`src/rtl/ixc_mc_ififo_pkg.sv`:
```
// ixc_mc_ififo_pkg: shared types, widths and default parameters for the MC input FIFO ack controller
package ixc_mc_ififo_pkg;

    typedef enum logic [1:0] {
        ST_WAIT_INIT = 2'd0,
        ST_INIT_ACK  = 2'd1,
        ST_RUN       = 2'd2,
        ST_HOLD      = 2'd3
    } state_e;

    localparam int ACK_LEN_W = 18;
    localparam int PTR_W     = 17;
    localparam int RDLEN_W   = 4;
    localparam int TMR_W     = 12;
    localparam int HOLD_W    = 8;

    localparam int DEPTH_DEF  = 131072;
    localparam int THRESH_DEF = 256;
    localparam int TMO_DEF    = 1024;
    localparam int HOLD_DEF   = 4;

endpackage

```
`src/rtl/ixc_mc_ack_timer.sv`:
```
// ixc_mc_ack_timer: idle counter that flags when pending credit has waited TMO cycles
module ixc_mc_ack_timer
    import ixc_mc_ififo_pkg::*;
#(
    parameter int TMO = TMO_DEF
) (
    input  logic clk,
    input  logic rst,
    input  logic run_i,
    input  logic clr_i,
    output logic expire_o
);

    logic [TMR_W-1:0] cnt_q;

    // count idle cycles; clear has priority over counting
    always_ff @(posedge clk) begin
        if (rst || clr_i) cnt_q <= '0;
        else if (run_i)   cnt_q <= cnt_q + TMR_W'(1);
    end

    assign expire_o = cnt_q == TMR_W'(TMO - 1);

endmodule

```
`src/rtl/ixc_mc_ififo_ack_ctl.sv`:
```
// ixc_mc_ififo_ack_ctl: batches drained FIFO words into toggle-type ack credits
module ixc_mc_ififo_ack_ctl
    import ixc_mc_ififo_pkg::*;
#(
    parameter int DEPTH  = DEPTH_DEF,
    parameter int THRESH = THRESH_DEF,
    parameter int TMO    = TMO_DEF,
    parameter int HOLD   = HOLD_DEF
) (
    input  logic                 clk,
    input  logic                 rst,
    input  logic                 rst_done_i,
    input  logic                 rd_adv_i,
    input  logic [RDLEN_W-1:0]   rd_len_i,
    input  logic                 flush_i,
    output logic                 ack_clk_o,
    output logic [ACK_LEN_W-1:0] ack_len_o,
    output logic                 ack_busy_o,
    output logic [ACK_LEN_W-1:0] pend_cnt_o,
    output logic                 ovf_err_o
);

    localparam logic [ACK_LEN_W:0] DEPTH_X  = (ACK_LEN_W+1)'(DEPTH);
    localparam logic [ACK_LEN_W:0] THRESH_X = (ACK_LEN_W+1)'(THRESH);
    localparam logic [HOLD_W-1:0]  HOLD_LD  = HOLD_W'(HOLD - 1);

    state_e               state_q, state_d;
    logic [ACK_LEN_W-1:0] pend_q, pend_d, len_q, len_d, pend_sat;
    logic [ACK_LEN_W:0]   pend_next;
    logic [HOLD_W-1:0]    hold_q, hold_d;
    logic                 ack_q, ack_d, busy_q, ovf_q, ovf_d, fp_q, fp_d;
    logic                 in_run, ovf, fire, expire;

    assign in_run    = state_q == ST_RUN;
    assign pend_next = {1'b0, pend_q} + (ACK_LEN_W+1)'(rd_adv_i ? rd_len_i : '0);
    assign ovf       = pend_next > DEPTH_X;
    assign pend_sat  = ovf ? DEPTH_X[ACK_LEN_W-1:0] : pend_next[ACK_LEN_W-1:0];
    assign fire      = in_run && (pend_next >= THRESH_X
                                  || (expire && pend_q != '0)
                                  || ((flush_i || fp_q) && pend_next != '0));

    ixc_mc_ack_timer #(.TMO(TMO)) u_timer (
        .clk      (clk),
        .rst      (rst),
        .run_i    (in_run && pend_q != '0 && !fire),
        .clr_i    (in_run && (pend_q == '0 || fire)),
        .expire_o (expire)
    );

    // next-state: init advertisement, accumulation with saturation, fire and hold pacing
    always_comb begin
        state_d = state_q;
        pend_d  = pend_q;
        len_d   = len_q;
        ack_d   = ack_q;
        hold_d  = hold_q;
        ovf_d   = ovf_q;
        fp_d    = fp_q;
        if (state_q == ST_WAIT_INIT) begin
            state_d = rst_done_i ? ST_INIT_ACK : ST_WAIT_INIT;
        end else if (state_q == ST_INIT_ACK) begin
            len_d   = ACK_LEN_W'(DEPTH);
            ack_d   = !ack_q;
            hold_d  = HOLD_LD;
            fp_d    = fp_q || flush_i;
            state_d = ST_HOLD;
        end else begin
            pend_d = pend_sat;
            ovf_d  = ovf_q || ovf;
            if (state_q == ST_HOLD) begin
                fp_d    = fp_q || flush_i;
                hold_d  = hold_q - HOLD_W'(1);
                state_d = hold_q == '0 ? ST_RUN : ST_HOLD;
            end else begin
                fp_d = 1'b0;
                if (fire) begin
                    len_d   = pend_sat;
                    pend_d  = '0;
                    ack_d   = !ack_q;
                    hold_d  = HOLD_LD;
                    state_d = ST_HOLD;
                end
            end
        end
    end

    // state and output registers
    always_ff @(posedge clk) begin
        if (rst) begin
            state_q <= ST_WAIT_INIT;
            pend_q  <= '0;
            len_q   <= '0;
            ack_q   <= 1'b0;
            hold_q  <= '0;
            ovf_q   <= 1'b0;
            fp_q    <= 1'b0;
            busy_q  <= 1'b1;
        end else begin
            state_q <= state_d;
            pend_q  <= pend_d;
            len_q   <= len_d;
            ack_q   <= ack_d;
            hold_q  <= hold_d;
            ovf_q   <= ovf_d;
            fp_q    <= fp_d;
            busy_q  <= state_d != ST_RUN;
        end
    end

    assign ack_clk_o  = ack_q;
    assign ack_len_o  = len_q;
    assign ack_busy_o = busy_q;
    assign pend_cnt_o = pend_q;
    assign ovf_err_o  = ovf_q;

endmodule

```
`config.mk`:
```
export PLATFORM = sky130hd
export DESIGN_NAME = ixc_mc_ififo_ack_ctl
export DESIGN_NICKNAME = d
export VERILOG_FILES = /design/src/rtl/ixc_mc_ififo_pkg.sv /design/src/rtl/ixc_mc_ack_timer.sv /design/src/rtl/ixc_mc_ififo_ack_ctl.sv
export SDC_FILE = /design/constraint.sdc
export NUM_CORES = 1
export LEC_CHECK = 0
export CORE_MARGIN = 2
export CORE_UTILIZATION = 61
export CTS_BUF_LIST = sky130_fd_sc_hd__clkbuf_8
export CTS_CLUSTER_DIAMETER = 120
export DETAILED_ROUTE_END_ITERATION = 6
export PLACE_DENSITY = 0.88
export REMOVE_ABC_BUFFERS = 1
export SYNTH_ARGS = -nofsm -noshare
export SYNTH_HDL_FRONTEND = slang
export SYNTH_HIERARCHICAL = 1
export SYNTH_SLANG_ARGS = --single-unit
```
`constraint.sdc`:
```
create_clock -name clk -period 6.6 [get_ports clk]
set_input_delay 0.66 -clock clk [delete_from_list [all_inputs] [get_ports clk]]
set_output_delay 0.66 -clock clk [all_outputs]
set_load 0.05 [all_outputs]
```
==> impl_metrics.tcl, run 1 <==
set metrics [dict create \
    post_drt_wl_per_cell_um 16.88 \
    avgSynthCellArea_um2 8.379 \
    clk_latency_ns 0.35 \
    worstPathArrival_ns 5.16 \
    post_cts_buffers 0 \
    path_class "in -> reg" \
    pwr_density_cell_nw_per_um2 231.0 \
    synth_cells 415 \
    fp.coreArea_um2 5507 \
    r2r_slack_ns 2.24 \
    finalNonFillerCells 521 \
    tns_ns 0 \
    fin_crit_sh_pct 73.96 \
    run_status "completed" \
    fp-row-count 27 \
    dieWidth_um 79.50 \
    cts-root-buf "clkbuf_8" \
    tightestPinTransition_ns 1.065 \
    postCtsHoldBufs 0 \
    setup_viol 0 \
    drive_gt1_share_pct 8.909 \
    grt_setup_unrepaired "no" \
    final_nets 462 \
    syn_area_um2 3477 \
    drc 0 \
    cts_buffer_depth 2 \
    yosysWarnings 6 \
    yosysTopAreaCell "dfxtp_1" \
    hold_depth 2 \
    first_iter_violations 334 \
    hpwlAfterDp_um 6001 \
    crit_path_start "rd_adv_i" \
    seqCellArea_um2 1241 \
    slew_violations 0 \
    ys.flop_type "dfxtp_1" \
    grt_max_degree 37 \
    grt_pass1_vias 3115 \
    htreeDepth 3 \
    worstPathMaxFanout 8 \
    num-fill-cells 409 \
    grt_use_total_pct 29.68 \
    dieHeight_um 79.50 \
    port_buffers 47 \
    area_growth_pct 17.52 \
    multi_input_comb_area_um2 2049 \
    cp-start-kind "primary input" \
    peakVddDrop_uv 264.4 \
    synthTopCellsByArea "dfxtp_1 36%, nor2_1 4.9%, a22o_1 4.3%" \
    synthTopCellsByCount "62 x dfxtp_1, 45 x nor2_1, 31 x nand2_1, 20 x a21oi_1, 20 x nand3_1" \
    clock_skew_ns 0.01123 \
    synthArstFlopShare_pct 0 \
    grt_pass1_wl_um 14860 \
    power_uw 944.0 \
    hp-class "reg -> reg" \
    antenna_found_initial 0 \
    initial_core_util_pct 63.14 \
    min_from "u_timer/cnt_q[11]" \
    first_pass_iters 7 \
    ant_nets 0 \
    critPathRequiredTime_ns 6.88 \
    cts_tree "yes" \
    clock-sinks 62 \
    ctsResizeCount 0 \
    diodes 0 \
    ioPinCount 48 \
    power.leakage_uw 0.001413 \
    routed_wl_um 8794 \
    r2r_end "u_timer/cnt_q[8]" \
    synth-edff-count 0 \
    synth-seq-cells 62 \
    seq_area_frac_synth_pct 35.70 \
    dp.cells 507 \
    fin_crit_ns 4.881 \
    synth_top_area_share_pct 35.70 \
    die_area_um2 6320 \
    grt_overflow 0 \
    cts.clk_slew.worst_paths_ns 0.07 \
    r2r_start "pend_cnt_o[0]" \
    vias 3384 \
    r2r_cells 12 \
    synth_most_common_cell "dfxtp_1" \
    min_to "u_timer/cnt_q[11]" \
    end_kind "flip-flop" \
    cts_buffers 9 \
    vias_per_cell 6.495 \
    hold_viol 0 \
    cap_violations 0 \
    fmax_mhz 204.9 \
    relSlewSlack_pct 28.69 \
    synth.distinct_cells 65 \
    globalplace.congestion 0.9306 \
]
==> stage by stage <==
stage / hold WS [ns] / setup slack [ns] / cell area [um^2] / util (%)
5_1_grt: 0.5011 / 1.407 / 4086 / 74.21
3_3_place_gp: 0.4496 / 1.590 / 3900 / 70.82
6_report: 0.4719 / 1.719 / 4086 / 74.21
2_1_floorplan: 0.4382 / 2.371 / 3332 / -
3_5_place_dp: 0.4640 / 1.378 / 3900 / 70.82
4_1_cts: 0.4732 / 1.732 / 4086 / 74.21
==> cell type report <==
type,instances,share of cell area [%]
multi-input combinational,314,50.15
sequential,62,30.37
timing repair buffer,48,11.70
clock buffer,10,3.368
tap,72,2.205
clock inverter,4,1.194
inverter,11,1.010
==> kinds of logic after synthesis <==
logic type,count (synthesis),synth area share (%)
adders and majority gates,7,2.735
muxes,4,1.152
and+or+nand+nor,174,26.74
xor gates and xnor gates,15,3.778
buffers and inverters,39,5.362
AOI/OAI and AO/OA,114,24.54
DFF,62,35.70
==> worst max path at each step <==
stage,to,slack (ns)
floorplan,u_timer/cnt_q[9],2.37
global placement,u_timer/cnt_q[9],1.59
detailed placement,u_timer/cnt_q[9],1.38
CTS,u_timer/cnt_q[9],1.73
global route,u_timer/cnt_q[11],1.41
finish,u_timer/cnt_q[8],1.72
==> where the power goes <==
group	internal [uW]	leakage (uW)	switching (uW)	total, uW
registers	393	0.000502	19.0	412
logic	67.3	0.000813	140	207
clock network	180	0.0000980	145	325
==> sequential cells by signal (all words and copies together) (netlist names), 2 cells and up <==
signal	flops
hold_q	8
state_q	2
pend_cnt_o	18
u_timer/cnt_q	12
ack_len_o	18
==> critical path, cell delays in order <==
cell and delay [ns]:
clkdlybuf4s50_1 0.45, and2_1 0.16, ha_1 0.23, fa_1 0.44, a211o_1 0.34, a311oi_1 0.30, a31o_2 0.15, and4_1 0.26
nand4_2 0.16, or2_1 0.31, nor3_1 0.73, nand4_2 0.33, or4_1 0.49, a21oi_1 0.14
==> cells in the final DEF, fill, tap and decap left out, types with 10 or more instances in the layout <==
master,instances
a22o_1,17
nand4_1,12
o21ai_0,15
clkdlybuf4s50_1,47
inv_1,10
clkbuf_8,10
nand3_1,20
nor2_1,45
a21oi_1,20
nor4_1,10
a31oi_1,10
dfxtp_1,62
nand2_1,31
==> metal layers <==
layer | wire length, um | vias to the layer above | global-route usage, %
li1 | - | 1620 | -
met1 | 4007 | 1602 | 39.66
met2 | 4042 | 142 | 46.30
met3 | 563 | 20 | 7.127
met4 | 181 | 0 | 11.38
met5 | 0 | - | 0
No activity file was read; power rests on OpenSTA's default activity.
==> run 2, diff against run 1 <==
--- a/config.mk
+++ b/config.mk
@@ -6,11 +6,11 @@
 export NUM_CORES = 1
 export LEC_CHECK = 0
 export CORE_MARGIN = 2
-export CORE_UTILIZATION = 61
+export CORE_UTILIZATION = 57
 export CTS_BUF_LIST = sky130_fd_sc_hd__clkbuf_8
 export CTS_CLUSTER_DIAMETER = 120
 export DETAILED_ROUTE_END_ITERATION = 6
-export PLACE_DENSITY = 0.88
+export PLACE_DENSITY = 0.83
 export REMOVE_ABC_BUFFERS = 1
 export SYNTH_ARGS = -nofsm -noshare
 export SYNTH_HDL_FRONTEND = slang
==> constraint.sdc (replaced) <==
create_clock -name clk -period 5 [get_ports clk]
set_input_delay 0.5 -clock clk [delete_from_list [all_inputs] [get_ports clk]]
set_output_delay 0.5 -clock clk [all_outputs]
set_load 0.05 [all_outputs]
==> run 2 against run 1 <==
Net effect:
- die area increased by 6.7%
- clock-buffer cell count down 1
- hold slack gained 0.0028 ns
- routed wire length rose by 1.7%
- critical path depth increased by 1
- register-to-register slack got worse by 1.1 ns
- global-route usage decreased by 0.56 points
- first-iteration DRC count down 4.2%
- non-clock buffer count up 6
- clock power grew 64%
- sequential power rose by 33%
- critical path type unchanged
- largest cell class unchanged
==> impl_metrics.tcl, run 2 (synthesized netlist as in run 1, its figures left out) <==
set metrics [dict create \
    run_status "completed" \
    cts_buffer_depth 2 \
    tightestPinTransition_ns 0.6074 \
    area_growth_pct 20.40 \
    ctsResizeCount 0 \
    hold_depth 2 \
    min_from "u_timer/cnt_q[11]" \
    worstPathArrival_ns 4.45 \
    cts_tree "yes" \
    mostFrequentLayoutCells "62 x dfxtp_1, 47 x clkdlybuf4s50_1, 45 x nor2_1, 31 x nand2_1" \
    cap_violations 0 \
    power_frac_clock_pct 39.2 \
    worstPathMaxFanout 8 \
    grt_max_degree 36 \
    grt_pass1_vias 3184 \
    layout_commonest_cell "dfxtp_1" \
    power.internal_uw 942.5 \
    power.leakage_uw 0.001461 \
    die_area_um2 6741 \
    drc 0 \
    ant_nets 0 \
    vias_per_cell 6.468 \
    p_sw_share_pct 30.57 \
    r2r_cells 13 \
    pwr-share-seq_pct 40.2 \
    vias 3441 \
    final_nets 468 \
    fp-row-count 28 \
    globalplace.congestion 0.8864 \
    r2r_start "pend_cnt_o[0]" \
    hp-class "reg -> reg" \
    antenna_found_initial 0 \
    combPwrFrac_pct 20.6 \
    initial_core_util_pct 58.73 \
    post_cts_buffers 0 \
    hpwlAfterDp_um 6132 \
    dieHeight_um 82.11 \
    relSlewSlack_pct 59.20 \
    r2r_end "u_timer/cnt_q[9]" \
    clock-sinks 62 \
    fmax_mhz 240.2 \
    pwr_density_cell_nw_per_um2 324.3 \
    fin_crit_ns 4.163 \
    postCtsHoldBufs 0 \
    place_ws_ns 0.5151 \
    slew_violations 0 \
    grt_setup_unrepaired "no" \
    post_drt_wl_per_cell_um 16.81 \
    grt_use_total_pct 29.12 \
    min_to "u_timer/cnt_q[11]" \
    first_iter_violations 320 \
    clk_latency_ns 0.36 \
    critPathRequiredTime_ns 5.29 \
    drive_gt1_share_pct 10.28 \
    ioPinCount 48 \
    diodes 0 \
    r2r_slack_ns 1.18 \
    fin_crit_sh_pct 83.25 \
    cts.clk_slew.worst_paths_ns 0.07 \
    port_buffers 47 \
    end_kind "flip-flop" \
    path_class "in -> reg" \
    dieWidth_um 82.11 \
    fp.coreArea_um2 5921 \
    htreeDepth 3 \
    worst_slack_ns 0.8375 \
    first_pass_iters 5 \
    grt_overflow 0 \
    cts-root-buf "clkbuf_8" \
    cts_buffers 9 \
    routed_wl_um 8945 \
    hold_viol 0 \
    cp-start-kind "primary input" \
    tns_ns 0 \
    setup_viol 0 \
    peakVddDrop_uv 313.4 \
    grt_pass1_wl_um 15100 \
    clock_skew_ns 0.01057 \
    p_switching_uw 415.0 \
]
run 2: cell types whose count changed in the layout (fill, tap and decap cells not counted):
cell        before  now
buf_4            1    7
bufinv_16        1    3
clkinvlp_4       0    2
clkbuf_8        10    9
clkinv_2         2    1
clkinv_4         1    0
inv_1           10   11
run 2: metal layers:
metal,routed length [um],part of all wire (%),up-vias,global-route usage (%)
met5,0,0,-,0
met4,136,1.5,0,12.67
met3,575,6.4,10,4.783
met2,4286,48,138,48.13
met1,3947,44,1662,37.53
li1,-,-,1631,-
run 2: cell type report:
cell class / instances / area (um^2)
multi-input combinational: 314 / 2049
fill: 455 / 1734
sequential: 62 / 1241
timing repair buffer: 54 / 523.0
clock buffer: 9 / 123.9
clock inverter: 7 / 113.9
tap: 75 / 93.84
inverter: 11 / 41.29
run 2: metrics by stage:
step                hold WS, ns  std cells  total power [uW]  util [%]  instance area, um^2
finish                   0.4747        532              1358     70.71                 4187
global route             0.4955        532              1412     70.71                 4187
CTS                      0.4766        532              1359     70.71                 4187
detailed placement       0.4565        516             833.7     66.69                 3949
global placement         0.4543        516             824.4     66.69                 3949
floorplan                0.4382        387             741.6         -                 3332
run 2: critical path: stages:
cell and delay [ns]:
clkdlybuf4s50_1 0.44, and2_1 0.16, ha_1 0.23, fa_1 0.43, a211o_1 0.36, a21oi_1 0.21, o221ai_1 0.18, nor3_1 0.30
mux2i_1 0.21, or2_1 0.32, nor3_1 0.15, buf_4 0.19, nand4_4 0.12, or4_1 0.50, a21oi_1 0.15
run 2: power by group through the flow:
| stage | clock [uW] | combinational, uW | sequential (uW) |
|---|---|---|---|
| 6_report | 532 | 280 | 546 |
| 5_1_grt | 554 | 309 | 549 |
| 4_1_cts | 536 | 279 | 545 |
| 3_5_place_dp | 0 | 278 | 556 |
| 3_3_place_gp | 0 | 269 | 555 |
| 2_1_floorplan | 0 | 154 | 588 |
run 2: worst max-delay path by stage:
stage / end / from / cells after the start
after floorplan: u_timer/cnt_q[9] / rd_len_i[0] / 13
after global placement: u_timer/cnt_q[9] / rd_adv_i / 15
after detailed placement: u_timer/cnt_q[10] / rd_adv_i / 15
after CTS: u_timer/cnt_q[10] / rd_adv_i / 15
after global routing: u_timer/cnt_q[10] / rd_adv_i / 15
final: u_timer/cnt_q[9] / rd_adv_i / 15
==> run 3, diff against run 2 <==
==> constraint.sdc (replaced) <==
create_clock -name clk -period 4.3 [get_ports clk]
set_input_delay 0.43 -clock clk [delete_from_list [all_inputs] [get_ports clk]]
set_output_delay 0.43 -clock clk [all_outputs]
set_load 0.05 [all_outputs]
==> run 3 against run 2 <==
Net effect:
- setup slack worse by 0.59 ns
- design area up 0.81%
- sequential share of layout area down 0.24 points
- register-to-register slack worse by 0.67 ns
- hold slack better by 0.0036 ns
- cell count up 1.5%
- die area unchanged
- total power up 12%
- largest power group unchanged
==> impl_metrics.tcl, run 3 (synthesized netlist as in run 1, its figures left out) <==
set metrics [dict create \
    worstPathMaxFanout 8 \
    grt_pass1_vias 3233 \
    clk_latency_ns 0.35 \
    ant_nets 0 \
    r2r_cells 13 \
    dieWidth_um 82.11 \
    grt_setup_unrepaired "no" \
    post_cts_buffers 0 \
    vias 3493 \
    worstPathArrival_ns 4.34 \
    grt_max_degree 37 \
    ioPinCount 48 \
    htreeDepth 3 \
    placed_area_um2 4016 \
    grt_use_total_pct 29.21 \
    peakVddDrop_uv 375.0 \
    post_drt_wl_per_cell_um 17.18 \
    dp.cells 525 \
    cts.clk_slew.worst_paths_ns 0.07 \
    clock_skew_ns 0.006820 \
    cts_tree "yes" \
    port_buffers 47 \
    vias_per_cell 6.469 \
    hpwlAfterDp_um 6363 \
    path_class "in -> reg" \
    drive_gt1_share_pct 11.61 \
    antenna_found_initial 0 \
    critPathRequiredTime_ns 4.59 \
    pwr_density_cell_nw_per_um2 360.0 \
    num-fill-cells 479 \
    mostFrequentLayoutCells "62 x dfxtp_1, 47 x clkdlybuf4s50_1, 45 x nor2_1, 31 x nand2_1" \
    grt_pass1_wl_um 15140 \
    tightestPinTransition_ns 0.7530 \
    final_area_um2 4220 \
    cts_buffers 9 \
    postCtsHoldBufs 0 \
    first_iter_violations 340 \
    run_status "completed" \
    initial_core_util_pct 58.73 \
    first_pass_iters 5 \
    layout_commonest_cell "dfxtp_1" \
    routed_wl_um 9275 \
    cap_violations 0 \
    final_nets 477 \
    finalNonFillerCells 540 \
    cts-root-buf "clkbuf_8" \
    dieHeight_um 82.11 \
    clock-sinks 62 \
    globalplace.congestion 1.039 \
    diodes 0 \
    relSlewSlack_pct 49.80 \
    ctsResizeCount 0 \
    area_growth_pct 21.37 \
    die_area_um2 6741 \
    setup_viol 0 \
    power.leakage_uw 0.001496 \
    grt_overflow 0 \
    hp-class "reg -> reg" \
    hold_depth 1 \
    fin_crit_ns 4.056 \
    slew_violations 0 \
    fin_crit_sh_pct 94.32 \
    cts_buffer_depth 2 \
    power_uw 1519 \
    drc 0 \
    end_kind "flip-flop" \
    cp-start-kind "primary input" \
    fp.coreArea_um2 5921 \
    hold_viol 0 \
    fp-row-count 28 \
    fmax_mhz 246.6 \
]
[run 3: per-layer routing]
| metal | up-vias | wire (um) | track usage, % |
|---|---|---|---|
| li1 | 1651 | - | - |
| met1 | 1615 | 4034 | 37.81 |
| met2 | 193 | 4188 | 46.50 |
| met3 | 34 | 787 | 6.739 |
| met4 | 0 | 265 | 13.00 |
| met5 | - | 0 | 0 |
[run 3: stage by stage]
step                      setup slack (ns)   TNS (ns)  util [%]  hold WS [ns]
after floorplan                     0.2481          0         -        0.4382
after global placement              0.1508          0     67.84        0.4516
after detailed placement         -0.003876  -0.003876     67.84        0.4651
after CTS                           0.3572          0     71.28        0.4784
after global routing               0.01769          0     71.28        0.4958
final                               0.2444          0     71.28        0.4783
[run 3: path summary, 6_finish.rpt]
check / start / endpoint / slack (ns)
setup / recovery: rd_adv_i / u_timer/cnt_q[9] / 0.24
hold / removal: ack_len_o[6] / ack_len_o[6] / 0.48
setup reg to reg: pend_cnt_o[0] / u_timer/cnt_q[9] / 0.51
hold reg to reg: ack_len_o[6] / ack_len_o[6] / 0.48
[run 3: report_power, final]
group / internal (uW) / switching [uW] / total [uW]
logic: 116 / 219 / 335
clock network: 318 / 232 / 549
registers: 604 / 31.4 / 635
[run 3: cell type report]
| class | count | area (um^2) | share of cell area, % |
|---|---|---|---|
| multi-input cells | 314 | 2049 | 48.56 |
| flip-flops and latches | 62 | 1241 | 29.41 |
| repair buffers | 63 | 590.6 | 13.99 |
| clock buffers | 9 | 123.9 | 2.935 |
| well taps | 75 | 93.84 | 2.224 |
| clock inverters | 6 | 80.08 | 1.897 |
| inverters | 11 | 41.29 | 0.9784 |
[run 3: worst max-delay path, stage by stage]
cell and delay (ns):
clkdlybuf4s50_1 0.45, and2_1 0.16, ha_1 0.23, fa_1 0.45, a211o_1 0.36, a21oi_1 0.21, o221ai_1 0.17, nor3_1 0.32
mux2i_1 0.15, or2_1 0.31, nor3_1 0.15, buf_4 0.18, nand4_4 0.13, or4_1 0.50, a21oi_1 0.15
